--- config.mk ---
export PLATFORM = sky130hd
export DESIGN_NAME = multicycle_control
export DESIGN_NICKNAME = d
export VERILOG_FILES = /design/src/rtl/multicycle_control.sv
export SDC_FILE = /design/constraint.sdc
export NUM_CORES = 1
export LEC_CHECK = 0
export BUFFER_PORTS_ARGS = -buffer_cell sky130_fd_sc_hd__buf_2
export CAP_MARGIN = 15
export CORE_MARGIN = 2
export CORE_UTILIZATION = 45
export CTS_CLUSTER_DIAMETER = 50
export DETAILED_ROUTE_END_ITERATION = 7
export GPL_ROUTABILITY_DRIVEN = 0
export PLACE_DENSITY = 0.7
export SYNTH_ARGS = -nofsm -noshare
export SYNTH_HDL_FRONTEND = slang
export SYNTH_SLANG_ARGS = --single-unit
--- constraint.sdc ---
create_clock -name clk -period 4 [get_ports clk]
set_clock_uncertainty 0.15 [all_clocks]
set_input_delay 0.8 -clock clk [delete_from_list [all_inputs] [get_ports clk]]
set_output_delay 0.8 -clock clk [all_outputs]
set_load 0.1 [all_outputs]
--- src/rtl/multicycle_control.sv ---
// Multi-cycle main control FSM: FETCH/DECODE/EXECUTE/MEM/WB sequencing, memory-ready stalls,
// sticky illegal-opcode trap, retire counter. Define MULTICYCLE_CTRL_EXT_ISA_EN for SUBI/ANDI/XORI/SLTIU/LUI/BNE.
module multicycle_control #(
  parameter int OPCODE_W = 6,
  parameter int ALUOP_W  = 3,
  parameter int CNT_W    = 32
) (
  input  logic                clk,
  input  logic                reset,
  input  logic [OPCODE_W-1:0] opcode,
  input  logic                mem_ready,
  output logic                pc_write,
  output logic                pc_write_cond,
  output logic                pc_write_ne,
  output logic [1:0]          pc_src,
  output logic                iord,
  output logic                mem_read,
  output logic                mem_write,
  output logic                ir_write,
  output logic                reg_dst,
  output logic                mem_to_reg,
  output logic                reg_write,
  output logic                lui,
  output logic                alu_src_a,
  output logic [1:0]          alu_src_b,
  output logic [ALUOP_W-1:0]  alu_op,
  output logic                illegal,
  output logic                instr_done,
  output logic [CNT_W-1:0]    retired
);

  localparam logic [OPCODE_W-1:0] OP_R     = OPCODE_W'(6'b000000);
  localparam logic [OPCODE_W-1:0] OP_J     = OPCODE_W'(6'b000010);
  localparam logic [OPCODE_W-1:0] OP_BEQ   = OPCODE_W'(6'b000100);
  localparam logic [OPCODE_W-1:0] OP_LW    = OPCODE_W'(6'b100011);
  localparam logic [OPCODE_W-1:0] OP_SW    = OPCODE_W'(6'b101011);
`ifdef MULTICYCLE_CTRL_EXT_ISA_EN
  localparam logic [OPCODE_W-1:0] OP_BNE   = OPCODE_W'(6'b000101);
  localparam logic [OPCODE_W-1:0] OP_LUI   = OPCODE_W'(6'b001111);
  localparam logic [OPCODE_W-1:0] OP_SUBI  = OPCODE_W'(6'b110000);
  localparam logic [OPCODE_W-1:0] OP_ANDI  = OPCODE_W'(6'b111000);
  localparam logic [OPCODE_W-1:0] OP_XORI  = OPCODE_W'(6'b111100);
  localparam logic [OPCODE_W-1:0] OP_SLTIU = OPCODE_W'(6'b111110);
`endif

  localparam logic [ALUOP_W-1:0] ALU_R    = ALUOP_W'(3'b000);
  localparam logic [ALUOP_W-1:0] ALU_BEQ  = ALUOP_W'(3'b001);
  localparam logic [ALUOP_W-1:0] ALU_ADD  = ALUOP_W'(3'b010);
`ifdef MULTICYCLE_CTRL_EXT_ISA_EN
  localparam logic [ALUOP_W-1:0] ALU_SUB  = ALUOP_W'(3'b011);
  localparam logic [ALUOP_W-1:0] ALU_AND  = ALUOP_W'(3'b100);
  localparam logic [ALUOP_W-1:0] ALU_XOR  = ALUOP_W'(3'b101);
  localparam logic [ALUOP_W-1:0] ALU_SLTU = ALUOP_W'(3'b110);
  localparam logic [ALUOP_W-1:0] ALU_BNE  = ALUOP_W'(3'b111);
`endif

  typedef enum logic [3:0] {
    S_FETCH,
    S_DECODE,
    S_MEMADR,
    S_MEMRD,
    S_MEMWB,
    S_MEMWR,
    S_REXEC,
    S_RWB,
    S_BEQ,
    S_JUMP,
    S_TRAP
`ifdef MULTICYCLE_CTRL_EXT_ISA_EN
    ,
    S_BNE,
    S_IEXEC,
    S_IWB,
    S_LUIWB
`endif
  } state_t;

  state_t              state;
  state_t              next_state;
  logic [OPCODE_W-1:0] op_q;

  always_ff @(posedge clk or posedge reset) begin
    if (reset) begin
      state   <= S_FETCH;
      op_q    <= '0;
      illegal <= 1'b0;
      retired <= '0;
    end else begin
      state <= next_state;
      if (state == S_DECODE) begin
        op_q <= opcode;
      end
      if (state == S_DECODE && next_state == S_TRAP) begin
        illegal <= 1'b1;
      end
      if (instr_done) begin
        retired <= retired + CNT_W'(1);
      end
    end
  end

  // Everything is forced idle while reset is high so an aborted access drops immediately.
  always_comb begin
    next_state    = state;
    pc_write      = 1'b0;
    pc_write_cond = 1'b0;
    pc_write_ne   = 1'b0;
    pc_src        = 2'd0;
    iord          = 1'b0;
    mem_read      = 1'b0;
    mem_write     = 1'b0;
    ir_write      = 1'b0;
    reg_dst       = 1'b0;
    mem_to_reg    = 1'b0;
    reg_write     = 1'b0;
    lui           = 1'b0;
    alu_src_a     = 1'b0;
    alu_src_b     = 2'd0;
    alu_op        = ALU_ADD;
    instr_done    = 1'b0;
    if (!reset) begin
      case (state)
        S_FETCH: begin
          mem_read  = 1'b1;
          alu_src_b = 2'd1;
          if (mem_ready) begin
            ir_write   = 1'b1;
            pc_write   = 1'b1;
            next_state = S_DECODE;
          end
        end
        S_DECODE: begin
          alu_src_b = 2'd3;
          case (opcode)
            OP_LW, OP_SW: next_state = S_MEMADR;
            OP_R:         next_state = S_REXEC;
            OP_BEQ:       next_state = S_BEQ;
            OP_J:         next_state = S_JUMP;
`ifdef MULTICYCLE_CTRL_EXT_ISA_EN
            OP_BNE:       next_state = S_BNE;
            OP_LUI:       next_state = S_LUIWB;
            OP_SUBI, OP_ANDI, OP_XORI, OP_SLTIU: next_state = S_IEXEC;
`endif
            default:      next_state = S_TRAP;
          endcase
        end
        S_MEMADR: begin
          alu_src_a  = 1'b1;
          alu_src_b  = 2'd2;
          next_state = (op_q == OP_LW) ? S_MEMRD : S_MEMWR;
        end
        S_MEMRD: begin
          iord     = 1'b1;
          mem_read = 1'b1;
          if (mem_ready) begin
            next_state = S_MEMWB;
          end
        end
        S_MEMWB: begin
          mem_to_reg = 1'b1;
          reg_write  = 1'b1;
          instr_done = 1'b1;
          next_state = S_FETCH;
        end
        S_MEMWR: begin
          iord      = 1'b1;
          mem_write = 1'b1;
          if (mem_ready) begin
            instr_done = 1'b1;
            next_state = S_FETCH;
          end
        end
        S_REXEC: begin
          alu_src_a  = 1'b1;
          alu_op     = ALU_R;
          next_state = S_RWB;
        end
        S_RWB: begin
          reg_dst    = 1'b1;
          reg_write  = 1'b1;
          instr_done = 1'b1;
          next_state = S_FETCH;
        end
        S_BEQ: begin
          alu_src_a     = 1'b1;
          pc_src        = 2'd1;
          alu_op        = ALU_BEQ;
          pc_write_cond = 1'b1;
          instr_done    = 1'b1;
          next_state    = S_FETCH;
        end
        S_JUMP: begin
          pc_write   = 1'b1;
          pc_src     = 2'd2;
          instr_done = 1'b1;
          next_state = S_FETCH;
        end
        S_TRAP: begin
          next_state = S_TRAP;
        end
`ifdef MULTICYCLE_CTRL_EXT_ISA_EN
        S_BNE: begin
          alu_src_a   = 1'b1;
          pc_src      = 2'd1;
          alu_op      = ALU_BNE;
          pc_write_ne = 1'b1;
          instr_done  = 1'b1;
          next_state  = S_FETCH;
        end
        S_IEXEC: begin
          alu_src_a = 1'b1;
          alu_src_b = 2'd2;
          // op_q was latched in DECODE, so the instruction register may move on.
          case (op_q)
            OP_ANDI:  alu_op = ALU_AND;
            OP_XORI:  alu_op = ALU_XOR;
            OP_SLTIU: alu_op = ALU_SLTU;
            default:  alu_op = ALU_SUB;
          endcase
          next_state = S_IWB;
        end
        S_IWB: begin
          reg_write  = 1'b1;
          instr_done = 1'b1;
          next_state = S_FETCH;
        end
        S_LUIWB: begin
          lui        = 1'b1;
          reg_write  = 1'b1;
          instr_done = 1'b1;
          next_state = S_FETCH;
        end
`endif
        default: begin
          next_state = S_FETCH;
        end
      endcase
    end
  end

endmodule
# Word-level counts from Yosys, hierarchy flattened
# Cells that the tools add are included.
# word_totals
out_inout_bits	53
wordCells	66
ram_bits	0
mem_count	0
in_bits	9
latch_bits	0
rom_bits	0
ff_bits	43
# classes
n_div	0
mux	36
magnitude_cmp	0
bitwise_logic	0
multipliers	0
n_eq_ne	16
n_shift	0
reduce_logical	9
add_sub_neg	1
# op_table
op	count
$add 32x1->32 const B	1
$pmux 4 s7	1
$mux 1	21
$eq 6x6->1 const B	3
$eq 4x3->1 const B	4
$eq 4x4->1 const B	4
$mux 4	4
$pmux 4 s4	1
$eq 4x2->1 const B	2
$pmux 2 s2	2
$reduce_or 2->1	4
$eq 6x2->1 const B	1
$eq 6x3->1 const B	1
$logic_not 6->1	1
$mux 2	3
$pmux 2 s3	1
$eq 4x1->1 const B	1
$logic_not 4->1	1
$pmux 1 s2	2
$reduce_or 4->1	1
$mux 3	1
$reduce_or 3->1	1
$logic_and 1x1->1	1

# Longest topological paths before layout
# depth
depth_word	7
ltp_mapped	8
ltp_nobuf	5

# Worst setup path before layout
# OpenSTA, ideal clock, no wires.
# synth_path
path_type	input port to output port
startpoint	input reset
endpoint	output reg_write
path_stages	3
t_required_ns	3.050
arrival_ns	4.724
path_slack_ns	-1.674
n_path_buf	1
path_cell_list	clkbuf_1 -> nor4_1 -> or2_2
# synth_via
elab_chain_cells	1
# synth_lines
element	line	text
from (decl)	9	input logic reset,
$mux 1	121	if (!reset) begin
to (decl)	22	output logic reg_write,
# No other way between the ends.

# Worst setup path in the final report
# layout_path
startpoint	register state[1]
endpoint	output instr_done
# layout_via
elab_chain_cells	4
elab_cells_between_ends	8
classes_between	eq/ne: 5; mux: 2; reduce/logical: 1
# layout_lines
element	line	text
from (decl)	78	state_t state;
from (signal assigned)	89	state <= next_state;
$eq 4x4->1 or $eq 4x3->1 (tied branches)	122	case (state)
$reduce_or 4->1 (no line)	n/a	
$pmux 1 s2 (*)	122	
$mux 1 (*)	121	
to (decl)	28	output logic instr_done,
# Mark *: on every way between the ends. The rest lies on a longest branch, timed or not.

==> results.tsv <==
metric	value	unit
status	finished clean	
crit_arrival	2.36	ns
max_slew_margin	0.3677	
synth-main-ff-cell	dfrtp_1	
drtPass1Iterations	5	
start_util	0.4605	
synth_edf_count	0	
min_path_type	register to register	
routed_wl	4637	um
antennaDiodeCount	0	
rr_startpoint	state[1]	
reg2reg_slack	1.45	ns
finalHoldViolations	0	
yosys_register_bits	43	
drive_gt1_frac	0.3010	
wl_per_cell	12.92	um
ys_warn_count	0	
final_nets	299	
yosysUniqueCellTypes	45	
path_delay_family	simple AND/OR/NAND/NOR gates	
synth_area	2322	um^2
layout_min_cycle_time	3.307	ns
grt_pass1_wl	7672	um
cts.sinks	43	
path_cells	or3b_1 -> o31a_2 -> nor2_2 -> buf_4 -> buf_2	
use_met1	0.2462	
antenna_found_initial	0	
crit_buf_inv	2	
hold_path_depth	1	
coreArea	5042	um^2
cts.reportedPaths.clkPinSlew	0.08	ns
worstHoldStart	retired[31]	
grt_max_degree	34	
power_density	697.8	nW/um^2
grt_overflow_total	0	
cp_data_required_time	3.05	ns
die_area	5751	um^2
r2r_end	retired[24]	
fmax	0.3024	GHz
ios	62	
grt_pass1_vias	1655	
crit_start	state[1]	
drt_iter0_markers	86	
cts_hold_buf	0	
max_cap_viol_count	0	
cts_tree	yes	
drc_errors	0	
report.final.slew_viol_count	0	
grt.met3_usage	0.04233	
cts_resized	0	
port_buffers	58	
synthArstFlopShare	1.000	
rsz0062_at_grt	no	
max_stage_delay	0.61	ns
via_per_inst	5.198	
setup_viol	0	
rows	26	
grt_use_total	0.1730	
min_period_over_period	0.8268	
dp_hpwl	3471	um
busiest_layer	met2	
syn_inst	236	
ir_drop	562.8	uV
crit_path_end_kind	primary output	
tightest_slew	0.9412	ns
postSynthAreaPerCell	9.840	um^2
critPathSlowestCell	dfrtp_1	
p_leak	1.354	nW
postCtsSetupRepairBufs	0	
die_w	75.84	um
holdPathEnd	retired[31]	
startpoint_type	register	
crit_type	register to primary output	
crit_fanout	19	
num_vias	1866	
numCtsBuffers	5	
grtUsageMet2	0.2692	
htreeDepth	2	
worstRegToRegCells	5	
ant_nets	0	
fin_util	0.5481	
fin_total_pwr	1.929	mW
areaGrowthSynthToFinish	19.02	%
clk_latency	0.28	ns
setup_tns	0	ns
yosysSeqAreaShare	0.4634	
die_y	75.84	um
cts_root_buf	clkbuf_8	
clockBufferDepth	2	
==> cells in the final DEF, fill, tap and decap left out, drive strengths merged, types with 2 or more instances in the layout <==
cell type  synthesis  layout
buf               11      60
dfrtp             43      43
nor2              20      20
xor2              18      18
nor3              16      16
xnor2             15      15
nand3             12      12
nand2             12      12
nand4             12      12
inv                9       8
nor4               8       8
mux2               7       7
clkbuf             5       6
nand2b             5       5
o21ai              4       4
and4               3       3
or2                3       3
and3               3       3
or3                3       3
a21oi              3       3
conb               1       3
nor2b              2       2
o31ai              2       2
and2               2       2
nor4bb             2       2
nor3b              2       2
o31a               2       2
==> per-stage QoR <==
step | instance area, um^2 | setup WS [ns] | hold WS (ns) | std cells
2_1_floorplan | 2366 | -0.4026 | 0.3214 | 238
3_3_place_gp | 2661 | 0.9578 | 0.2994 | 352
3_5_place_dp | 2661 | 0.9559 | 0.3068 | 352
4_1_cts | 2764 | 0.6925 | 0.3200 | 359
5_1_grt | 2764 | 0.5653 | 0.3531 | 359
6_report | 2764 | 0.6929 | 0.3206 | 359
==> routing by layer <==
layer  vias up  part of all wire
li1        921                 -
met3         2             0.043
met1       897              0.47
met4         0            0.0035
met2        46              0.48
met5         -                 0
==> worst max-delay path by stage <==
stage               cells after the start    endpoint  slack [ns]
global placement                        6  instr_done        0.96
floorplan                               3   reg_write       -0.40
detailed placement                      6  instr_done        0.96
finish                                  5  instr_done        0.69
global route                            5  instr_done        0.57
CTS                                     5  instr_done        0.69
==> synth_stat cells, types with 2 or more instances <==
cell      count  share of area
dfrtp_1      43           0.46
nor2_1       19          0.031
xor2_1       18          0.068
xnor2_1      15          0.057
nor3_1       14          0.030
nand2_1      12          0.019
nand3_1      12          0.026
nand4_1      11          0.030
inv_1         9          0.015
nor4_1        8          0.022
mux2_2        7          0.034
buf_4         5          0.016
clkbuf_1      5         0.0081
nand2b_1      5          0.013
o21ai_0       4         0.0086
a21oi_1       3         0.0065
and3_1        3         0.0081
and4_1        3          0.011
buf_2         3         0.0065
or2_2         3         0.0081
or3_1         3         0.0081
and2_1        2         0.0054
buf_6         2         0.0097
nor2b_1       2         0.0054
nor3_2        2         0.0086
nor3b_1       2         0.0065
nor4bb_1      2         0.0086
o31ai_1       2         0.0065
==> power by group <==
group,switching (mW),total (mW),internal [mW]
Combinational,0.749,0.973,0.224
Clock,0.132,0.315,0.183
Sequential,0.128,0.642,0.514
==> cells by family (layout without fill, tap and decap cells) <==
group                    Yosys count  after routing  synth area share
multiplexers                       8              8           0.03826
AO/OA/AOI/OAI                     17             17           0.04957
other                              1              3          0.001615
flip-flops                        43             43            0.4634
adder cells (fa/ha/maj)            1              1          0.005387
AND/OR/NAND/NOR                  108            108            0.2608
buffers and inverters             25             76           0.05657
XOR/XNOR                          33             33            0.1245
==> area by class of cell <==
type	instances	area, um^2
fill	471	2278
timing repair buffer	60	305.3
clock inverter	1	30.03
multi-input combinational	170	1159
sequential	43	1076
inverter	9	33.78
clock buffer	6	72.57
tap	70	87.58
==> state kept, by name (all words and copies together) (netlist names) <==
| signal | cells |
|---|---|
| op_q | 6 |
| state | 4 |
| retired | 32 |
| illegal | 1 |
==> worst reg2reg max path, delay by kind of cell, from the launching register on <==
kind / cells / cell delay [ns]
xor gates and xnor gates: 1 / 0.17
and+or+nand+nor: 3 / 1.37
DFF: 1 / 0.61
AOI/OAI and AO/OA: 1 / 0.18
Note: power is estimated with default switching activity, not from simulation.
